[src/rtl/hc595_chain_driver.sv]
// hc595_chain_driver: serial driver for a cascaded chain of 74HC595 shift registers.
//
// A DATA_W-bit word is accepted on load && ready. It is shifted out on ds/sh_cp
// as DATA_W bit slots of 2*CLK_DIV cycles each: sh_cp is low for the first half
// of a slot and high for the second half. st_cp is then pulsed for CLK_DIV cycles.
// All outputs are registered.
//
// Optional feature macro: HC595_OE_EN adds oe_n. oe_n is held high from reset
// until the first st_cp pulse has fallen.
//
// Ports:
//   sys_clk    system clock
//   reset_n    synchronous active-low reset
//   data_in    word to transmit, captured on an accepted load
//   load       transfer request
//   lsb_first  bit order captured with data_in (0 = MSB first, 1 = LSB first)
//   ready      idle and able to accept load
//   sh_cp      shift clock to the chain
//   st_cp      storage/latch clock to the chain
//   ds         serial data to the first 595
//   oe_n       active-low output enable (HC595_OE_EN only)
module hc595_chain_driver #(
  parameter int unsigned DATA_W  = 16,
  parameter int unsigned CLK_DIV = 2
) (
  input  logic              sys_clk,
  input  logic              reset_n,
  input  logic [DATA_W-1:0] data_in,
  input  logic              load,
  input  logic              lsb_first,
  output logic              ready,
  output logic              sh_cp,
  output logic              st_cp,
`ifdef HC595_OE_EN
  output logic              oe_n,
`endif
  output logic              ds
);

  localparam int unsigned BIT_W = $clog2(DATA_W + 1);
  localparam int unsigned DIV_W = $clog2(2 * CLK_DIV);

  localparam logic [DIV_W-1:0] SLOT_LAST  = DIV_W'(2 * CLK_DIV - 1);
  localparam logic [DIV_W-1:0] HALF       = DIV_W'(CLK_DIV);
  localparam logic [DIV_W-1:0] LATCH_LAST = DIV_W'(CLK_DIV - 1);
  localparam logic [BIT_W-1:0] BIT_LAST   = BIT_W'(DATA_W - 1);

  typedef enum logic [1:0] {
    IDLE,
    SHIFT,
    LATCH
  } state_t;

  state_t              state, state_n;
  logic [DATA_W-1:0]   shreg, shreg_n, shifted;
  logic                dir, dir_n;
  logic [DIV_W-1:0]    div_cnt, div_n, div_inc;
  logic [BIT_W-1:0]    bit_cnt, bit_n;
  logic                ready_n, sh_n, st_n, ds_n;
`ifdef HC595_OE_EN
  logic                oe_n_n;
`endif

  // State and registered outputs
  always_ff @(posedge sys_clk) begin
    if (!reset_n) begin
      state   <= IDLE;
      shreg   <= '0;
      dir     <= 1'b0;
      div_cnt <= '0;
      bit_cnt <= '0;
      ready   <= 1'b1;
      sh_cp   <= 1'b0;
      st_cp   <= 1'b0;
      ds      <= 1'b0;
`ifdef HC595_OE_EN
      oe_n    <= 1'b1;
`endif
    end else begin
      state   <= state_n;
      shreg   <= shreg_n;
      dir     <= dir_n;
      div_cnt <= div_n;
      bit_cnt <= bit_n;
      ready   <= ready_n;
      sh_cp   <= sh_n;
      st_cp   <= st_n;
      ds      <= ds_n;
`ifdef HC595_OE_EN
      oe_n    <= oe_n_n;
`endif
    end
  end

  // Next-state and next-output logic
  always_comb begin
    state_n = state;
    shreg_n = shreg;
    dir_n   = dir;
    div_n   = div_cnt;
    bit_n   = bit_cnt;
    ready_n = ready;
    sh_n    = sh_cp;
    st_n    = st_cp;
    ds_n    = ds;
    shifted = dir ? (shreg >> 1) : (shreg << 1);
    div_inc = div_cnt + DIV_W'(1);

    case (state)
      IDLE: begin
        ready_n = 1'b1;
        sh_n    = 1'b0;
        st_n    = 1'b0;
        ds_n    = 1'b0;
        div_n   = '0;
        bit_n   = '0;
        if (load && ready) begin
          state_n = SHIFT;
          shreg_n = data_in;
          dir_n   = lsb_first;
          ds_n    = lsb_first ? data_in[0] : data_in[DATA_W-1];
          ready_n = 1'b0;
        end
      end

      SHIFT: begin
        if (div_cnt == SLOT_LAST) begin
          // Slot boundary: present the next bit while sh_cp returns low.
          div_n = '0;
          sh_n  = 1'b0;
          if (bit_cnt == BIT_LAST) begin
            state_n = LATCH;
            bit_n   = '0;
            ds_n    = 1'b0;
            st_n    = 1'b1;
          end else begin
            bit_n   = bit_cnt + BIT_W'(1);
            shreg_n = shifted;
            ds_n    = dir ? shifted[0] : shifted[DATA_W-1];
          end
        end else begin
          div_n = div_inc;
          sh_n  = (div_inc >= HALF);
        end
      end

      LATCH: begin
        if (div_cnt == LATCH_LAST) begin
          state_n = IDLE;
          div_n   = '0;
          st_n    = 1'b0;
          ready_n = 1'b1;
        end else begin
          div_n = div_inc;
        end
      end

      default: begin
        state_n = IDLE;
      end
    endcase
  end

`ifdef HC595_OE_EN
  // Release output enable once the first latch pulse has completed.
  always_comb begin
    oe_n_n = oe_n;
    if (st_cp && !st_n) begin
      oe_n_n = 1'b0;
    end
  end
`endif

endmodule

[config.mk]
export PLATFORM = sky130hd
export DESIGN_NAME = hc595_chain_driver
export DESIGN_NICKNAME = d
export VERILOG_FILES = /design/src/rtl/hc595_chain_driver.sv
export SDC_FILE = /design/constraint.sdc
export NUM_CORES = 1
export LEC_CHECK = 0
export ABC_AREA = 1
export BUFFER_PORTS_ARGS = -buffer_cell sky130_fd_sc_hd__buf_2
export CORE_AREA = 2 2 62 64
export CTS_CLUSTER_DIAMETER = 200
export DETAILED_ROUTE_END_ITERATION = 8
export DIE_AREA = 0 0 64 66
export PLACE_DENSITY = 0.7
export SLEW_MARGIN = 20
export SYNTH_ARGS = -nofsm -noshare
export SYNTH_HDL_FRONTEND = slang
export SYNTH_SLANG_ARGS = --single-unit
[constraint.sdc]
create_clock -name sys_clk -period 1.5 [get_ports sys_clk]
set_input_delay 0.075 -clock sys_clk [delete_from_list [all_inputs] [get_ports sys_clk]]
set_output_delay 0.075 -clock sys_clk [all_outputs]
set_load 0.02 [all_outputs]
==> results.md <==
- The flow ran to the end, and the final reports show no timing, DRC or antenna violations.
- The clock period could shrink to 1.42 ns.
- The beginning of the worst hold path is data_in[9].
- Summed over all cells, the static leakage comes to 0.957 nW.
- The kind of start point of the critical path is a flop.
- Of the synthesized area, sequential elements account for between 30% and 40%.
- The final count of hold timing violations came to 0.
- The cell with the largest stage delay on the worst path is sky130_fd_sc_hd__dfxtp_2.
- The count of antenna diodes in the layout is 0.
- Summed over all instances, the cell type with the most area after synthesis is sky130_fd_sc_hd__dfxtp_1.
- The via count normalized by instance count is between 5 and 6.
- By count the netlist is led by 47 x sky130_fd_sc_hd__o21ai_0, 46 x sky130_fd_sc_hd__nand2_1, 41 x sky130_fd_sc_hd__nor2_1.
- In the synthesized netlist the dominant register cell turns out to be sky130_fd_sc_hd__dfxtp_1.
- The synthesized area per cell is 6.57 µm².
- The worst hold path was traced through 5 stages.
- The via count of the first global-routing pass is 1566.
- The endpoint identified for the worst register-to-register timing path is shreg[4].
- The number of cells on the worst reg-to-reg path is 9.
- Ranked by total cell area, the synthesized netlist is headed by sky130_fd_sc_hd__dfxtp_1 37%, sky130_fd_sc_hd__o21ai_0 14%, sky130_fd_sc_hd__nand2_1 11%.
- The largest single stage delay on the critical path is 0.33 ns.
- In the routed design, unresolved DRC markers number 0.
- In this run the deepest clock path goes through 2 buffers.
- The maximum number of pins on one net before global-route repair is 17.
- The detailed-route wire length per cell is 11.8 µm.
- After synthesis the netlist holds a flip-flop and latch count of 30.
- The root buffer cell chosen for the clock tree is sky130_fd_sc_hd__clkbuf_4.
- Counting the buffers created by CTS gives 5.
- The number of antenna violations at the first check in global routing is 0.
- Max-cap violations in this run came to 0.
- The total wire length after detailed routing is between 4000 and 5000 µm.
- Clock latency on the worst-skew pair, taken at its later pin, is 0.33 ns.
- The met3 routing resource usage after global routing is between 3 and 4%.
- The die outline area is 4220 µm².
- Counting flops with an async set or reset pin after synthesis yields a share of 0%.
- From left edge to right edge, the die measures 64 µm.
- The final critical-path setup slack is 0.0757 ns.
- When the netlist entered floorplanning its net count stood at 278.
- At the end of routability-driven placement, the weighted congestion stood at 0.853.
- The cell family contributing the most delay on the critical path is buffers and inverters.
- The wire-length estimate of the detail-placed layout is roughly 2800 µm.
- The share of synthesized area in the top cell type comes to 36.6%.
- The total of endpoints with negative setup slack in the final report is 0.
- The number of top-level pins is 24.
- The floorplan die height is 66 µm.
- After synthesis the cells add up to 1640 µm².
- The number of optimization iterations in the first detailed-route pass is 4.
- The worst register-to-register path begins at state[1].
- STA puts the critical path data required time at 1.74 ns.
- Prior to clock tree synthesis, the placed netlist has a worst setup slack of -0.0539 ns.
- After synthesis, the netlist uses 22 different library cells.
- The clock drives 30 sinks.
- The number of rows created at floorplan is 22.
- Global routing used 35.3% of the available met2 tracks.
- The upper clock frequency limit is around 700 MHz.
- The TritonCTS clock tree is built.
- The final net count is 320.
- The combined buffer and inverter count along the critical path is 4.
- In this run the worst hold path is classified as in2reg.
- The clock-pin slew on the worst setup and hold paths is 0.10 ns.
- The normalized max-slew margin is 81.0%.
- For this run, the total global-route usage over all layers was measured as a little over 20%.
- Counting every instance in the synthesized netlist gives 250.
- The share of the cycle needed by the critical path after routing is a little over nine tenths.
- The H-tree was split into 2 levels.
- The signal on the critical path passes through inv_2 > ha_4 > buf_6 > inv_2 > buf_12 > nand2_1 > o21ai_0 > o21ai_0 > nor2_1.
- The max-slew violation count is 0.
- The minimum setup slack among reg-to-reg paths is 0.08 ns.
- For the pin with the worst max-slew slack, the measured transition is 0.285 ns.
- The arrival time of data at the critical path endpoint is 1.66 ns.
- The effective utilization at floorplan is 46.2%.
- Relative to the synthesized area, the layout overhead comes to 26.9%.
- The most numerous cell in the Yosys netlist is sky130_fd_sc_hd__o21ai_0.
- After layout, the design draws a total of between 4 and 5 mW.
- The detail route stage leaves a number of antenna-violating nets equal to 0.
- The routed layout has 1718 vias.
- IR analysis of the VDD net gives a maximum drop of between 0.7 and 0.8 mV.
- The global routing stage identified its most utilized layer as met2.
- The top fanout value on the critical path is 13.
- The core area is 3550 µm².
- The count of buffers inserted at the top-level ports is 23.
- The capture endpoint of the worst hold path is shreg[9].
- Global routing consumed, on the met1 layer, 24.7% of the routing resources.
- By startpoint and endpoint, the worst setup path is classified as reg2reg.
- The count of flip-flops with a built-in enable after synthesis is 0.
- Of the cells placed in the final design, the portion with a size suffix greater than 1 is 24.2%.
- The first global-routing pass estimated 6730 µm of wire.
- For this design the ratio of total power to cell area is 1960 nW/µm².
- The maximum clock skew at final layout is 0.00771 ns.
- The residual overflow from global routing is 0.
- The number of synthesis warnings is 0.
- The category of the worst setup path capture point is a flop.
- After the first detailed-routing iteration, the DRC count stood at 85.
metrics by stage:
stage          cell area (µm²)  std cells  setup TNS (ns)  util [%]  hold WS (ns)
2_1_floorplan             1660        250               0         -         0.203
3_3_place_gp              1950        330               0      54.9         0.349
3_5_place_dp              1950        330          -0.455      54.9         0.352
4_1_cts                   2030        339               0      57.0        0.0624
5_1_grt                   2080        341          -0.177      58.7        0.0879
6_report                  2080        341               0      58.7        0.0721
report_power, final:
| group | total, mW | switching [mW] | internal, mW |
|---|---|---|---|
| Clock | 0.512 | 0.285 | 0.227 |
| Combinational | 2.34 | 1.33 | 1.01 |
| Sequential | 1.23 | 0.174 | 1.06 |
| Total | 4.08 | 1.79 | 2.29 |
timing repair:
item                       4_1_cts  5_1_grt
hold buffers                     1        0
cloned                           0        0
setup endpoints to repair       16       23
gates resized for setup          3       21
pin swaps                        0        9
setup buffers                    0        2
hold endpoints to repair         1        0
layout by cell type, fill, tap and decap left out:
cell type,n
sky130_fd_sc_hd__a21oi_1,23
sky130_fd_sc_hd__a21oi_2,2
sky130_fd_sc_hd__a31oi_1,1
sky130_fd_sc_hd__buf_12,2
sky130_fd_sc_hd__buf_2,23
sky130_fd_sc_hd__buf_4,17
sky130_fd_sc_hd__buf_6,2
sky130_fd_sc_hd__clkbuf_1,1
sky130_fd_sc_hd__clkbuf_4,5
sky130_fd_sc_hd__clkbuf_8,1
sky130_fd_sc_hd__clkinv_2,1
sky130_fd_sc_hd__dfxtp_1,27
sky130_fd_sc_hd__dfxtp_2,2
sky130_fd_sc_hd__dfxtp_4,1
sky130_fd_sc_hd__dlygate4sd3_1,1
sky130_fd_sc_hd__ha_1,5
sky130_fd_sc_hd__ha_2,2
sky130_fd_sc_hd__ha_4,1
sky130_fd_sc_hd__inv_1,18
sky130_fd_sc_hd__inv_2,4
sky130_fd_sc_hd__nand2_1,45
sky130_fd_sc_hd__nand2_2,1
sky130_fd_sc_hd__nand2_4,1
sky130_fd_sc_hd__nand3_1,10
sky130_fd_sc_hd__nand3_2,1
sky130_fd_sc_hd__nand4_1,1
sky130_fd_sc_hd__nor2_1,39
sky130_fd_sc_hd__nor2_2,1
sky130_fd_sc_hd__nor2_4,2
sky130_fd_sc_hd__nor3_1,2
sky130_fd_sc_hd__o21ai_0,41
sky130_fd_sc_hd__o21ai_1,7
sky130_fd_sc_hd__o21ai_2,1
sky130_fd_sc_hd__or2_2,1
sky130_fd_sc_hd__xor2_1,1
cells by family after synthesis:
| logic type | share of synthesized area [%] |
|---|---|
| simple gates | 25.7 |
| compound gates | 23.2 |
| buf+inv | 7.93 |
| flops | 36.6 |
| fa+ha+maj | 6.10 |
| xor+xnor | 0.534 |
worst register-to-register path, delay by kind of cell (launching register included):
kind / cells / cell delay (ns)
buffers and inverters: 4 / 0.46
flip-flops: 1 / 0.33
AO/OA/AOI/OAI: 2 / 0.25
adder cells (fa/ha/maj): 1 / 0.19
AND/OR/NAND/NOR: 2 / 0.11
sequential cells by signal, indices dropped and copies added (netlist names):
signal and count:
sh_cp 1, div_cnt 2, dir 1, shreg 16, state 2, st_cp 1
ds 1, ready 1, bit_cnt 5
worst max-delay path by stage:
stage / cells after the start / slack [ns] / from / to
detailed placement: 8 / -0.05 / state[1] / shreg[3]
floorplan: 9 / 0.01 / state[1] / shreg[10]
CTS: 8 / 0.01 / state[1] / shreg[3]
global placement: 7 / 0.02 / state[0] / bit_cnt[3]
finish: 9 / 0.08 / state[1] / shreg[4]
global route: 7 / -0.03 / bit_cnt[0] / shreg[13]
final cells by class:
cell class | instances | area [µm²]
Multi-Input combinational cell | 188 | 958
Inverter | 22 | 82.6
Clock buffer | 7 | 55.1
Timing Repair Buffer | 45 | 315
Sequential cell | 30 | 607
Fill cell | 362 | 1470
Tap cell | 48 | 60.1
Clock inverter | 1 | 5.00
routing by layer:
layer	vias to the layer above	wire, µm	share of wire, %
met2	43	1970	49
met5	-	0	0
li1	903	-	-
met4	0	48	1.2
met3	5	219	5.4
met1	767	1780	44
No activity file was read; power rests on OpenSTA's default activity.
